<file path="src/rtl/echo_responder.sv">
// echo_responder: FIFO-backed loopback responder. Every accepted request word
// comes back as a response word, in order, after at least one cycle. Also
// provides occupancy and handshake counters and a sticky request-side
// protocol-violation flag.
module echo_responder #(
  parameter int WIDTH = 16,
  parameter int DEPTH = 4
) (
  input  logic                     clock,
  input  logic                     reset,
  input  logic                     req_valid,
  output logic                     req_ready,
  input  logic [WIDTH-1:0]         req_data,
  output logic                     resp_valid,
  input  logic                     resp_ready,
  output logic [WIDTH-1:0]         resp_data,
  input  logic                     flush,
  output logic [$clog2(DEPTH):0]   occupancy,
  output logic [15:0]              xfer_count,
  output logic                     proto_err
);

  localparam int AW = $clog2(DEPTH);
  localparam int OW = AW + 1;

  // ST_INIT holds req_ready low until the first edge after reset release.
  typedef enum logic {
    ST_INIT = 1'b0,
    ST_RUN  = 1'b1
  } state_t;

  state_t            r_state;
  state_t            w_state_next;

  logic [WIDTH-1:0]  r_mem [DEPTH];
  logic [AW-1:0]     r_wr_ptr;
  logic [AW-1:0]     r_rd_ptr;
  logic [OW-1:0]     r_occ;
  logic [15:0]       r_xfer;
  logic              r_proto_err;
  logic              r_prev_stall;
  logic [WIDTH-1:0]  r_prev_data;

  logic              w_run;
  logic              w_full;
  logic              w_empty;
  logic              w_push;
  logic              w_pop;
  logic              w_proto_hit;
  logic [OW-1:0]     w_occ_next;

  // Run-state register.
  always_ff @(posedge clock or negedge reset) begin
    if (!reset) begin
      r_state <= ST_INIT;
    end else begin
      r_state <= w_state_next;
    end
  end

  // Next state: leave ST_INIT on the first edge out of reset, then stay in ST_RUN.
  always_comb begin
    w_state_next = r_state;
    w_run        = 1'b0;
    case (r_state)
      ST_INIT: begin
        w_state_next = ST_RUN;
      end
      ST_RUN: begin
        w_state_next = ST_RUN;
        w_run        = 1'b1;
      end
      default: begin
        w_state_next = ST_INIT;
      end
    endcase
  end

  // Handshake qualification; a flush cancels both sides for that cycle.
  always_comb begin
    w_full     = (r_occ == OW'(DEPTH));
    w_empty    = (r_occ == '0);
    req_ready  = w_run && !w_full;
    resp_valid = !w_empty;
    w_push     = req_valid && req_ready && !flush;
    w_pop      = resp_valid && resp_ready && !flush;
  end

  // Occupancy next value from the push/pop combination.
  always_comb begin
    w_occ_next = r_occ;
    if (flush) begin
      w_occ_next = '0;
    end else begin
      case ({w_push, w_pop})
        2'b10:   w_occ_next = r_occ + OW'(1);
        2'b01:   w_occ_next = r_occ - OW'(1);
        default: w_occ_next = r_occ;
      endcase
    end
  end

  // Pointers and occupancy; pointers wrap naturally since DEPTH is a power of two.
  always_ff @(posedge clock or negedge reset) begin
    if (!reset) begin
      r_wr_ptr <= '0;
      r_rd_ptr <= '0;
      r_occ    <= '0;
    end else begin
      r_occ <= w_occ_next;
      if (flush) begin
        r_wr_ptr <= '0;
        r_rd_ptr <= '0;
      end else begin
        if (w_push) begin
          r_wr_ptr <= r_wr_ptr + AW'(1);
        end
        if (w_pop) begin
          r_rd_ptr <= r_rd_ptr + AW'(1);
        end
      end
    end
  end

  // Payload storage; contents are only meaningful below the occupancy count.
  always_ff @(posedge clock) begin
    if (w_push) begin
      r_mem[r_wr_ptr] <= req_data;
    end
  end

  // Completed response handshake counter, free-running wrap at 16 bits.
  always_ff @(posedge clock or negedge reset) begin
    if (!reset) begin
      r_xfer <= '0;
    end else if (w_pop) begin
      r_xfer <= r_xfer + 16'd1;
    end
  end

  // A stalled request must be held with identical data until accepted.
  always_comb begin
    w_proto_hit = r_prev_stall && (!req_valid || (req_data != r_prev_data));
  end

  // Remember last cycle's stall condition and data; latch any violation.
  always_ff @(posedge clock or negedge reset) begin
    if (!reset) begin
      r_prev_stall <= 1'b0;
      r_prev_data  <= '0;
      r_proto_err  <= 1'b0;
    end else begin
      r_prev_stall <= req_valid && !req_ready;
      r_prev_data  <= req_data;
      if (w_proto_hit) begin
        r_proto_err <= 1'b1;
      end
    end
  end

  // Output drive.
  always_comb begin
    resp_data  = r_mem[r_rd_ptr];
    occupancy  = r_occ;
    xfer_count = r_xfer;
    proto_err  = r_proto_err;
  end

endmodule

</file>
<file path="config.mk">
export PLATFORM = sky130hd
export DESIGN_NAME = echo_responder
export DESIGN_NICKNAME = d
export VERILOG_FILES = /design/src/rtl/echo_responder.sv
export SDC_FILE = /design/constraint.sdc
export NUM_CORES = 1
export LEC_CHECK = 0
export ABC_AREA = 1
export CORE_MARGIN = 2
export CORE_UTILIZATION = 45
export CTS_BUF_LIST = sky130_fd_sc_hd__clkbuf_8
export DETAILED_ROUTE_END_ITERATION = 10
export DONT_BUFFER_PORTS = 1
export HOLD_SLACK_MARGIN = 0.02
export PLACE_DENSITY = 0.63
export SLEW_MARGIN = 20
export SYNTH_ARGS = -nofsm -noshare
export SYNTH_HDL_FRONTEND = slang
export SYNTH_SLANG_ARGS = --single-unit
export TNS_END_PERCENT = 100
</file>
<file path="constraint.sdc">
create_clock -name clock -period 2.6 [get_ports clock]
set_input_delay 0.52 -clock clock [delete_from_list [all_inputs] [get_ports clock]]
set_output_delay 0.52 -clock clock [all_outputs]
set_load 0.1 [all_outputs]
</file>
After elaboration in Yosys (flattened, before gate mapping)
Memory sizes are Yosys's and may differ from the RTL's.
Index checks and enable logic that the tools add are counted.
Widths: inputs -> output; s select.
- add/subtract/negate cells: 5
- equality and inequality tests: 4
- muxes and demuxes: 9
- reduce and logical (&&, ||, !) cells: 17
- operators by type and width (cell ; number):
    $add 16x1->16 const B ; 1
    $ne 16x16->1 ; 1
    $mux 2 ; 4
    $logic_and 1x1->1 ; 7
    $pmux 3 s2 ; 1
    $logic_not 1->1 ; 5
    $add 2x1->2 const B ; 2
    $reduce_bool 2->1 ; 2
    $add 3x1->3 const B ; 1
    $eq 3x3->1 const B ; 1
    $logic_not 3->1 ; 1
    $mux 1 ; 3
    $mux 3 ; 1
    $reduce_bool 3->1 ; 1
    $sub 3x1->3 const B ; 1
    $eq 2x1->1 const B ; 1
    $eq 2x2->1 const B ; 1
    $logic_or 1x1->1 ; 1
- register bits: 42
- RAM bits: 64
- word-level logic and storage cells: 44
- memories kept: 1
- memory list (name ; words ; width ; read ports ; clocked after memory_dff ; write ports ; line ; source):
    r_mem ; 4 ; 16 ; 1 ; 0 ; 1 ; 35 ; logic [WIDTH-1:0] r_mem [DEPTH];

Longest topological paths before layout
- depth in word-level cells: 8
- gate-level depth with buffers: 13
- gate-level depth less buffers: 13

Worst setup path before layout
No wires, ideal clock.
- path kind: reg-to-reg
- start point: register r_occ[1] (netlist: occupancy[1])
- end point: memory r_mem[0][0] (enable)
- arrival time: 2976 ps
- slack: -764 ps
- stages on the path, launching flop included: 7
- path buffers: 0
- period minus slack after synthesis: 3364 ps
- cells stage by stage: dfrtp_1 -> nor2_2 -> nand2_1 -> nand2_1 -> inv_1 -> nand3_1 -> nor2_1
- longest elaborated chain between the ends: 7
- RTL lines (element ; line ; source):
    start, declared ; 38 ; logic [OW-1:0] r_occ;
    start signal, assigned ; 110 ; r_occ <= w_occ_next;
    $eq 3x3->1 ; 81 ; w_full = (r_occ == OW'(DEPTH));
    $logic_not 1->1 ; 83 ; req_ready = w_run && !w_full;
    $logic_and 1x1->1 ; 83 ;
    net req_ready ; 12 ; output logic req_ready,
    $logic_and 1x1->1 (2 in series) ; 85 ; w_push = req_valid && req_ready && !flush;
    $mux 1 ; 127 ; if (w_push) begin
    $mux 1 (implied by the code) ; 128 ; r_mem[r_wr_ptr] <= req_data;
    end, declared ; 35 ;
The timed path passes the listed nets, and every way through them passes these cells.

Worst setup path in the final report
- start point: register r_rd_ptr[0]
- end point: output port resp_data[15]
- longest elaborated chain between the ends: 1
- RTL lines (element ; line ; source):
    start, declared ; 37 ; logic [AW-1:0] r_rd_ptr;
    start signal, assigned ; 119 ; r_rd_ptr <= r_rd_ptr + AW'(1);
    $mem_v2 4x16 ; -- ;
    end, declared ; 16 ; output logic [WIDTH-1:0] resp_data,
No other way between the ends.

==> impl_metrics.ini <==
[routing]
wl_per_cell_um = 14.7
dr.pass1.iters = 4
viasPerCell = 4.91
num_vias = 2981
drt-initial-drc-count = 131
drt_wl_total_mm = 8.90
ant_nets = 0
drc_errors = 0

[setup_path]
path_class = reg -> out
cp_max_fo = 14
cp-end-kind = primary output
slowest_stage = dfrtp_1
r2r-end = occupancy[2]
start_kind = flop
crit_required_ps = 2080
path_buf_inv = 3
cpPeakStageDelay_ps = 640
crit_arrival_ps = 1910
crit_chain = inv_1 > buf_4 > o21ai_0 > o22ai_2 > buf_12
critPathTopFamily = flip-flops
reg2reg_depth = 13
regToRegSetupSlack_ps = 620
r2r_start = occupancy[1]

[clock_network]
clk_latency_ps = 390
htree_levels = 3
cts-root-buf = clkbuf_8
cts_sinks = 106
post_cts_resized = 0
path_clk_slew_ps = 120
cts_tree = built
numCtsBuffers = 9
clock_path_buffers = 2

[synth]
yosys_warnings = 0
synth.area.mux_share_pct = 0
syn-mean-instance-area_um2 = 10.8
syn_inst = 424
syn_nets = 451
async_flop_share_pct = 39.6
ys_dominant_reg_cell = edfxtp_1
netlist_area_um2 = 4580
ys_types = 31
synthXorXnorAreaFrac_pct = 3.25
synth_fa_ha_area_share_pct = 1.80
synthSimpleGateAreaFrac_pct = 17.9
synth-compound-area-share_pct = 7.43
synth_top_family_by_area = simple AND/OR/NAND/NOR gates
synth_top_area_share_pct = 42.0
synth_edf_count = 64
synth_area_leaders = edfxtp_1, dfrtp_1, nand2_1, nor2_1, o21ai_0
synth_top_cell_by_area = edfxtp_1
ys_ff_latch = 106
ys_seq_area_share_pct = 64.9

[run_status]
outcome = finished clean

[sta]
finalCriticalPeriod_ps = 2430
fin_crit_sh_pct = 93.5
skew_ps = 18.1
worst-slew-pin-transition_ps = 910
setup_violations = 0
slew_headroom_pct = 39.4
whs_ps = 145
fmax_ghz = 0.411
maxSlewViolCount = 0
finalSetupTns_ps = 0
finalHoldViolCount = 0
rsz0062_at_grt = no

[layout]
diodes = 0
drive_gt1_share_pct = 22.8
multiInputGateArea_um2 = 1520
nFillCells = 819
area_delta_synth_final_pct = 22.2
fin_nets = 496
seq_area_um2 = 2980

[power]
power-per-cell-area_nw_per_um2 = 1040
peakVddDrop_uv = 716
leakage_nw = 2.30

[hold_path]
hold_depth = 0
whs_endpoint = r_prev_data[11]
min_path_type = in -> reg
min_from = req_data[11]

[floorplanning]
io_pins = 59
die_h_um = 105
die_x_um = 105
rows = 36
dieArea_um2 = 11000
core_area_um2 = 9820
initial_core_util_pct = 46.6

[placement]
dp_hpwl_mm = 6.19
port_buffers = 0
routabilityCongestion = 0.837

[grt]
grt_pass1_wl_mm = 14.8
grt_usage_pct = 17.3
grt_max_degree = 43
first_global_vias = 3069
grt.overflow.total = 0
antenna_found_initial = 0

[flow_run]
drv_cap = 0
==> routing by layer <==
| layer | routed length, um | GRT usage, % |
|---|---|---|
| met2 | 4290 | 28.1 |
| met3 | 537 | 5.36 |
| met5 | 0 | 0 |
| met4 | 219 | 7.43 |
| met1 | 3850 | 21.5 |
==> report_power, final <==
group	internal, W	switching [W]
sequential	0.00191	0.000113
combinational	0.000785	0.00201
clock	0.000384	0.000628
total	0.00308	0.00275
==> worst max-delay path by stage <==
stage	end	startpoint	slack, ps	cells past startpoint
CTS	resp_data[15]	r_rd_ptr[0]	170	5
floorplan	r_mem[0][0]	occupancy[1]	80	6
finish	resp_data[15]	r_rd_ptr[0]	170	5
detailed placement	resp_data[15]	r_rd_ptr[0]	600	5
global route	resp_data[1]	r_rd_ptr[0]	40	5
global placement	occupancy[2]	occupancy[1]	670	13
==> cell families (layout without fill, tap and decap cells) <==
| family | count (synthesis) | count (layout) |
|---|---|---|
| AND/OR/NAND/NOR | 177 | 177 |
| other | 1 | 1 |
| XOR/XNOR | 17 | 17 |
| AO/OA/AOI/OAI | 64 | 64 |
| adder cells (fa/ha/maj) | 6 | 6 |
| flip-flops | 106 | 106 |
| buffers and inverters | 53 | 103 |
==> Yosys cell counts, types with 3 or more instances <==
cell / count
a21oi_1: 4
buf_2: 3
clkbuf_1: 6
dfrtp_1: 42
edfxtp_1: 64
ha_1: 5
inv_1: 40
nand2_1: 75
nand2_2: 6
nand2_4: 3
nand3_1: 14
nor2_1: 64
nor2_2: 3
nor2_4: 3
o21ai_0: 38
o21ai_1: 6
o22ai_1: 16
xnor2_1: 7
xor2_1: 10
==> per-stage QoR <==
stage	setup WS [ps]	area [um2]	instances	total power (W)	utilization (%)
3_3_place_gp	666	5350	589	0.00482	54.5
3_5_place_dp	597	5350	589	0.00486	54.5
4_1_cts	170	5600	607	0.00588	57.0
2_1_floorplan	80.0	4720	424	0.00405	-
6_report	169	5600	607	0.00583	57.0
5_1_grt	41.2	5600	607	0.00607	57.0
==> placed cells by master (no fill, tap or decap), drive strengths merged, types with 2 or more instances in the layout <==
| cell type | instances |
|---|---|
| o22ai | 16 |
| ha | 5 |
| nand3b | 2 |
| nor2 | 71 |
| nand2 | 84 |
| clkinv | 4 |
| buf | 43 |
| nand3 | 17 |
| xor2 | 10 |
| a21oi | 4 |
| xnor2 | 7 |
| dfrtp | 42 |
| inv | 44 |
| clkbuf | 9 |
| o21ai | 44 |
| clkinvlp | 2 |
| edfxtp | 64 |
| nor3 | 2 |
==> flip-flops by register name, indices dropped and copies added (netlist names) <==
signal and cells:
proto_err 1, r_wr_ptr 2, r_mem 64, occupancy 3, r_rd_ptr 2, xfer_count 16
r_prev_data 16, r_prev_stall 1, r_state 1
==> layout make-up <==
type                       count  share of cell area, %
sequential                   106                   53.2
multi-input combinational    265                   27.2
timing repair buffer          44                   9.88
inverter                      43                   3.00
tap                          133                   2.97
clock buffer                   9                   2.21
clock inverter                 7                   1.52
==> what timing repair did <==
action / 4_1_cts / 5_1_grt
endpoints found under the hold margin: 42 / 0
hold buffers: 2 / 0
buffers inserted: 0 / 0
No activity file was read; power rests on OpenSTA's default activity.
